**config.mk**
```make
export PLATFORM = sky130hd
export DESIGN_NAME = c2s_req_arb
export DESIGN_NICKNAME = d
export VERILOG_FILES = /design/src/rtl/c2s_pkg.sv /design/src/rtl/c2s_rr_arb.sv /design/src/rtl/c2s_req_arb.sv
export SDC_FILE = /design/constraint.sdc
export NUM_CORES = 2
export LEC_CHECK = 0
export CAP_MARGIN = 20
export CORE_AREA = 4 4 753 755
export DETAILED_ROUTE_END_ITERATION = 10
export DIE_AREA = 0 0 757 759
export GPL_TIMING_DRIVEN = 0
export HOLD_SLACK_MARGIN = 0.08
export SETUP_SLACK_MARGIN = 0.1
export SYNTH_ARGS = -nofsm -noshare
export SYNTH_HDL_FRONTEND = slang
export SYNTH_HIERARCHICAL = 1
export SYNTH_SLANG_ARGS = --single-unit
```
**constraint.sdc**
```tcl
create_clock -name clk -period 50.6 [get_ports clk]
set_clock_uncertainty 0.15 [all_clocks]
set_input_delay 15.18 -clock clk [delete_from_list [all_inputs] [get_ports clk]]
set_output_delay 15.18 -clock clk [all_outputs]
set_load 0.05 [all_outputs]
```
**src/rtl/c2s_pkg.sv**
```systemverilog
// Shared types and constants for the channel-to-target request arbiter.
package c2s_pkg;

    typedef logic [31:0]        uint32_t;
    typedef logic signed [31:0] int32_t;

    localparam int32_t      RET_TIMEOUT        = -32'sd1;
    localparam int unsigned DEFAULT_DATA_WORDS = 8;

    typedef enum logic [1:0] {
        StIdle,
        StIssue,
        StWaitRsp,
        StAck
    } c2s_state_e;

endpackage

```
**src/rtl/c2s_rr_arb.sv**
```systemverilog
// Round-robin grant: picks the first eligible channel after last_grant, wrapping.
module c2s_rr_arb #(
    parameter int unsigned NUM_CH = 4,
    parameter int unsigned CH_W   = (NUM_CH > 1) ? $clog2(NUM_CH) : 1
) (
    input  logic [NUM_CH-1:0] eligible,
    input  logic [CH_W-1:0]   last_grant,
    output logic              grant_valid,
    output logic [CH_W-1:0]   grant_idx
);

    // last_grant + 1 + off never exceeds 2*NUM_CH-1, so one wrap is enough.
    function automatic logic [CH_W-1:0] wrap_idx(input int unsigned base, input int unsigned off);
        int unsigned idx;
        idx = base + off;
        if (idx >= NUM_CH) idx = idx - NUM_CH;
        return CH_W'(idx);
    endfunction

    always_comb begin
        logic [CH_W-1:0] cand;
        grant_valid = 1'b0;
        grant_idx   = '0;
        cand        = '0;
        for (int unsigned i = 0; i < NUM_CH; i++) begin
            cand = wrap_idx(32'(last_grant) + 32'd1, i);
            if (!grant_valid && eligible[cand]) begin
                grant_valid = 1'b1;
                grant_idx   = cand;
            end
        end
    end

endmodule

```
**src/rtl/c2s_req_arb.sv**
```systemverilog
// Arbitrates 4-phase channel requests onto a single target command/response port,
// one transaction in flight, with a response timeout.
module c2s_req_arb
    import c2s_pkg::*;
#(
    parameter int unsigned NUM_CH      = 4,
    parameter int unsigned DATA_WORDS  = DEFAULT_DATA_WORDS,
    parameter int unsigned TIMEOUT_CYC = 1024,
    localparam int unsigned CH_W       = (NUM_CH > 1) ? $clog2(NUM_CH) : 1,
    localparam int unsigned CNT_W      = $clog2(TIMEOUT_CYC)
) (
    input  logic                                   clk,
    input  logic                                   rst,
    input  logic [NUM_CH-1:0]                      ch_req,
    output logic [NUM_CH-1:0]                      ch_ack,
    input  uint32_t [NUM_CH-1:0]                   ch_id,
    input  uint32_t [NUM_CH-1:0]                   ch_fn,
    input  uint32_t [NUM_CH-1:0]                   ch_addr,
    input  logic [NUM_CH-1:0][DATA_WORDS-1:0][31:0] ch_data,
    output int32_t [NUM_CH-1:0]                    ch_ret,
    output logic                                   tgt_valid,
    input  logic                                   tgt_ready,
    output logic [CH_W-1:0]                        tgt_ch,
    output uint32_t                                tgt_id,
    output uint32_t                                tgt_fn,
    output uint32_t                                tgt_addr,
    output logic [DATA_WORDS-1:0][31:0]            tgt_data,
    input  logic                                   tgt_rsp_valid,
    input  int32_t                                 tgt_ret,
    output logic                                   busy
);

    localparam logic [CNT_W-1:0] CNT_MAX = CNT_W'(TIMEOUT_CYC - 1);

    c2s_state_e              state_q, state_d;
    logic [CNT_W-1:0]        cnt_q, cnt_d;
    logic [CH_W-1:0]         grant_q;
    logic [CH_W-1:0]         last_q;
    int32_t [NUM_CH-1:0]     ret_q;
    logic [NUM_CH-1:0]       eligible;
    logic                    grant_valid;
    logic [CH_W-1:0]         grant_idx;
    logic                    grant_load;
    logic                    ret_load;
    int32_t                  ret_val;

    assign eligible = ch_req & ~ch_ack;

    c2s_rr_arb #(
        .NUM_CH (NUM_CH),
        .CH_W   (CH_W)
    ) u_rr_arb (
        .eligible    (eligible),
        .last_grant  (last_q),
        .grant_valid (grant_valid),
        .grant_idx   (grant_idx)
    );

    always_ff @(posedge clk or posedge rst) begin
        if (rst) state_q <= StIdle;
        else     state_q <= state_d;
    end

    always_comb begin
        state_d    = state_q;
        cnt_d      = cnt_q;
        grant_load = 1'b0;
        ret_load   = 1'b0;
        ret_val    = '0;
        unique case (state_q)
            StIdle: begin
                if (grant_valid) begin
                    grant_load = 1'b1;
                    state_d    = StIssue;
                end
            end
            StIssue: begin
                if (tgt_ready) begin
                    cnt_d   = '0;
                    state_d = StWaitRsp;
                end
            end
            StWaitRsp: begin
                // A response arriving in the timeout cycle takes priority.
                if (tgt_rsp_valid) begin
                    ret_load = 1'b1;
                    ret_val  = tgt_ret;
                    state_d  = StAck;
                end else if (cnt_q == CNT_MAX) begin
                    ret_load = 1'b1;
                    ret_val  = RET_TIMEOUT;
                    state_d  = StAck;
                end else begin
                    cnt_d = cnt_q + CNT_W'(1);
                end
            end
            StAck: begin
                if (!ch_req[grant_q]) state_d = StIdle;
            end
            default: state_d = StIdle;
        endcase
    end

    always_ff @(posedge clk or posedge rst) begin
        if (rst) begin
            cnt_q    <= '0;
            grant_q  <= '0;
            last_q   <= CH_W'(NUM_CH - 1);
            tgt_id   <= '0;
            tgt_fn   <= '0;
            tgt_addr <= '0;
            tgt_data <= '0;
            ret_q    <= '0;
        end else begin
            cnt_q <= cnt_d;
            if (grant_load) begin
                grant_q  <= grant_idx;
                last_q   <= grant_idx;
                tgt_id   <= ch_id[grant_idx];
                tgt_fn   <= ch_fn[grant_idx];
                tgt_addr <= ch_addr[grant_idx];
                tgt_data <= ch_data[grant_idx];
            end
            if (ret_load) ret_q[grant_q] <= ret_val;
        end
    end

    always_comb begin
        ch_ack = '0;
        if (state_q == StAck) ch_ack[grant_q] = 1'b1;
    end

    assign ch_ret    = ret_q;
    assign tgt_ch    = grant_q;
    assign tgt_valid = (state_q == StIssue);
    assign busy      = (state_q != StIdle);

endmodule

```
==> metrics.log <==
[metrics] router iterations before antenna repair: 5
[metrics] clock latency of the later-clocked register in the worst-skew pair: 0.80 ns
[metrics] number of nets in the synthesized netlist: 3812
[metrics] routed length on met3: 60470 um
[metrics] delay contributed by the slowest stage of the critical path: 0.80 ns
[metrics] number of standard cells in the layout, taps in and fillers out: 12030
[metrics] leakage power total: 21.70 nW
[metrics] WHS: 0.3220 ns
[metrics] number of nets in the finished design: 5864
[metrics] Slew headroom: 0.1941
[metrics] maximum vdd drop: 0.04780 mV
[metrics] final-report setup violation count: 0
[metrics] status: complete, no violations
[metrics] Max Freq: 0.05223 GHz
[metrics] number of instances in the synthesized netlist: 2358
[metrics] routed length on met1: 173500 um
[metrics] EDFF count, synth: 0
[metrics] Period Utilization, post-route: 0.3784
[metrics] setup TNS: 0 ns
[metrics] total number of H-tree levels: 3
[metrics] worst setup slack before clock tree synthesis: 30.23 ns
[metrics] weighted congestion at the end of routability-driven global placement: 0.9488
[metrics] TritonCTS buffer count: 76
[metrics] ratio of routed vias to standard cells: 2.656
[metrics] WS Path Type: in -> reg
[metrics] Detailed Route Iter0 Violations: 2342
[metrics] gr usage total: 0.1511
[metrics] effective utilization at floorplan: 0.04910
[metrics] CTS Buffer Depth: 4
[metrics] Port Buffer Count: 1935
[metrics] maximum fanout encountered on the critical timing path: 12
[metrics] FFs w/ async S/R, synth: 1.000
[metrics] initial antenna violation count: 448
[metrics] global-route wire length before repair: 519500 um
[metrics] total count of max-transition violations in the final report: 0
[metrics] number of top-level design ports: 1936
[metrics] number of global-route vias before repair: 31530
[metrics] Die Span X: 757 um
[metrics] crit path cell chain: clkdlybuf4s50_1 > nor2b_1 > a31oi_1 > a21oi_1 > buf_2 > clkbuf_2 > clkbuf_1 > mux4_2 > nand2_1 > nand2_1
[metrics] most frequent cells in the layout: 1923 x clkdlybuf4s50_1, 1074 x nand2_1, 494 x dfrtp_1
[metrics] most frequent cell on the critical path: nand2_1
[metrics] Routed met2 length: 195600 um
[metrics] Post-CTS Setup Repair Bufs: 0
[metrics] footprint of the multi-input gates: 14290 um2
[metrics] filler instances: 64324
[metrics] number of warning messages in the yosys log: 6
[metrics] Die Area: 574600 um2
[metrics] worst path arrival time: 19.68 ns
[metrics] ratio of cells with drive above 1 in the final layout: 0.1633
[metrics] post-synth design cell area: 27490 um2
[metrics] hold crit path type: reg -> reg
[metrics] count of buffering cells on the critical path with inverters included: 4
[metrics] post-placement cell count: 11800
[metrics] Top delay family on crit path: buffers and inverters
[metrics] count of antenna-violating nets left after detailed routing: 0
[metrics] maximum number of pins on one net before global-route repair: 118
[metrics] clock tree from TritonCTS: built
[metrics] master cell of the clock root buffer: clkbuf_16
[metrics] grt ovf: 0
[metrics] overall die height: 759 um
[metrics] area of all sequential standard cells: 12410 um2
[metrics] Setup WS post-layout: 31.45 ns
[metrics] most frequent standard cell in the layout excluding fill and tap cells: clkdlybuf4s50_1
[metrics] number of sinks handled by clock tree synthesis: 496
[metrics] routed vias: 31957
[metrics] number of buffers inserted by hold repair at cts: 0
[metrics] final worst path period need: 19.15 ns
[metrics] cts repair resizes: 0
[metrics] num rows: 275
[metrics] DRC: 0
[metrics] share of synthesized area occupied by flip-flops and latches: 0.4516
[metrics] standard cell with the maximum stage delay on the critical path: buf_2
[metrics] synthesized area divided by synthesized cell count: 11.66 um2
[metrics] total power consumption of the routed design: 4.139 mW
[metrics] area of the core: 559800 um2
[metrics] clock transition time at the flip-flop clock pins of the worst setup and hold paths: 0.06 ns
[metrics] power density of the placed cells: 69.23 nW/um2
[metrics] WP data required: 51.13 ns
[metrics] Synth cell types: 48
[metrics] highest signal layer in the routed design: met5
[metrics] Synth-to-Final Area Change: 117.5%
[metrics] leading register cell type out of synthesis: dfrtp_1
[metrics] register bit count reported by yosys: 496
[metrics] unrepaired setup endpoints after global routing: no
[metrics] transition at the pin with the smallest max-transition slack: 1.205 ns
[metrics] type of destination of the critical path: flop
[metrics] Final Hold Viols: 0
[metrics] type of origin of the critical path: input port
[metrics] max-cap violations: 0
[metrics] dpl hpwl: 416000 um
[metrics] average routed wire per standard cell: 37.47 um
[metrics] total length of routed wires: 450800 um
-- registers in the layout, indices dropped and copies added (netlist names) --
| signal | cells |
|---|---|
| cnt_q | 10 |
| tgt_ch | 2 |
| tgt_id | 32 |
| last_q | 2 |
| tgt_addr | 32 |
| tgt_data | 256 |
| tgt_fn | 32 |
| ch_ret | 128 |
| state_q | 2 |
-- power breakdown --
part,internal [mW],switching (mW),total [mW]
Clock,0.333,0.242,0.575
Combinational,0.904,1.95,2.85
Sequential,0.597,0.116,0.713
-- layer usage --
| layer | up-vias | track usage |
|---|---|---|
| met3 | 890 | 0.08477 |
| li1 | 12559 | - |
| met4 | 136 | 0.04963 |
| met1 | 15804 | 0.1721 |
| met5 | - | 0 |
| met2 | 2568 | 0.2378 |
-- cell families after synthesis --
group	synth area share
compound gates	0.009150
buf+inv	0.02872
simple gates	0.1651
flops	0.4516
mux	0.3427
fa+ha+maj	0.002731
-- per-stage QoR --
step	instance area, um2	util
6_report	59780	0.1068
4_1_cts	59340	0.1060
3_3_place_gp	56210	0.1004
3_5_place_dp	56820	0.1015
2_1_floorplan	27490	-
5_1_grt	59640	0.1065
-- worst paths after layout --
kind / start / end / slack, ns / depth (start not counted)
max reg2reg: tgt_ch[0] / tgt_data[122] / 45.30 / 13
max in group asynchronous: rst / tgt_data[189] / 33.53 / 5
min: tgt_id[13] / tgt_id[13] / 0.32 / 2
min in group asynchronous: rst / tgt_fn[10] / 14.65 / 2
min reg2reg: tgt_id[13] / tgt_id[13] / 0.32 / 2
max: ch_req[3] / tgt_data[122] / 31.45 / 10
-- synth_stat cells, types with 4 or more instances --
| master | count | area share |
|---|---|---|
| mux2i_1 | 4 | 0.0015 |
| nand2b_1 | 37 | 0.0084 |
| mux2_1 | 7 | 0.0029 |
| nand3_1 | 10 | 0.0018 |
| buf_1 | 18 | 0.0025 |
| inv_1 | 8 | 0.0011 |
| clkbuf_1 | 110 | 0.015 |
| nor2_1 | 12 | 0.0016 |
| mux4_2 | 352 | 0.29 |
| buf_2 | 40 | 0.0073 |
| nor2b_1 | 4 | 0.00091 |
| mux2_2 | 122 | 0.050 |
| dfrtp_1 | 494 | 0.45 |
| nand2_1 | 1075 | 0.15 |
| buf_4 | 6 | 0.0016 |
| ha_1 | 6 | 0.0027 |
| a21oi_1 | 6 | 0.0011 |
-- final cells by class --
type / instances / share of cell area
clock inverter: 34 / 0.007116
buffer: 177 / 0.01325
timing repair buffer: 1974 / 0.3372
sequential: 496 / 0.2077
inverter: 8 / 0.0006279
clock buffer: 97 / 0.03499
multi-input combinational: 1677 / 0.2390
antenna: 88 / 0.003683
tap: 7479 / 0.1565
-- worst register-to-register path: stages, from the launching register on --
cell,delay (ns)
dfrtp_1,0.34
clkbuf_1,0.34
inv_1,0.25
nor2_1,0.22
nor2b_1,0.12
a21oi_1,0.15
a31oi_1,0.07
a21oi_1,0.18
buf_2,0.80
clkbuf_2,0.96
clkbuf_1,0.77
mux4_2,0.46
nand2_1,0.29
nand2_1,0.09
Note: power is estimated with default switching activity, not from simulation.
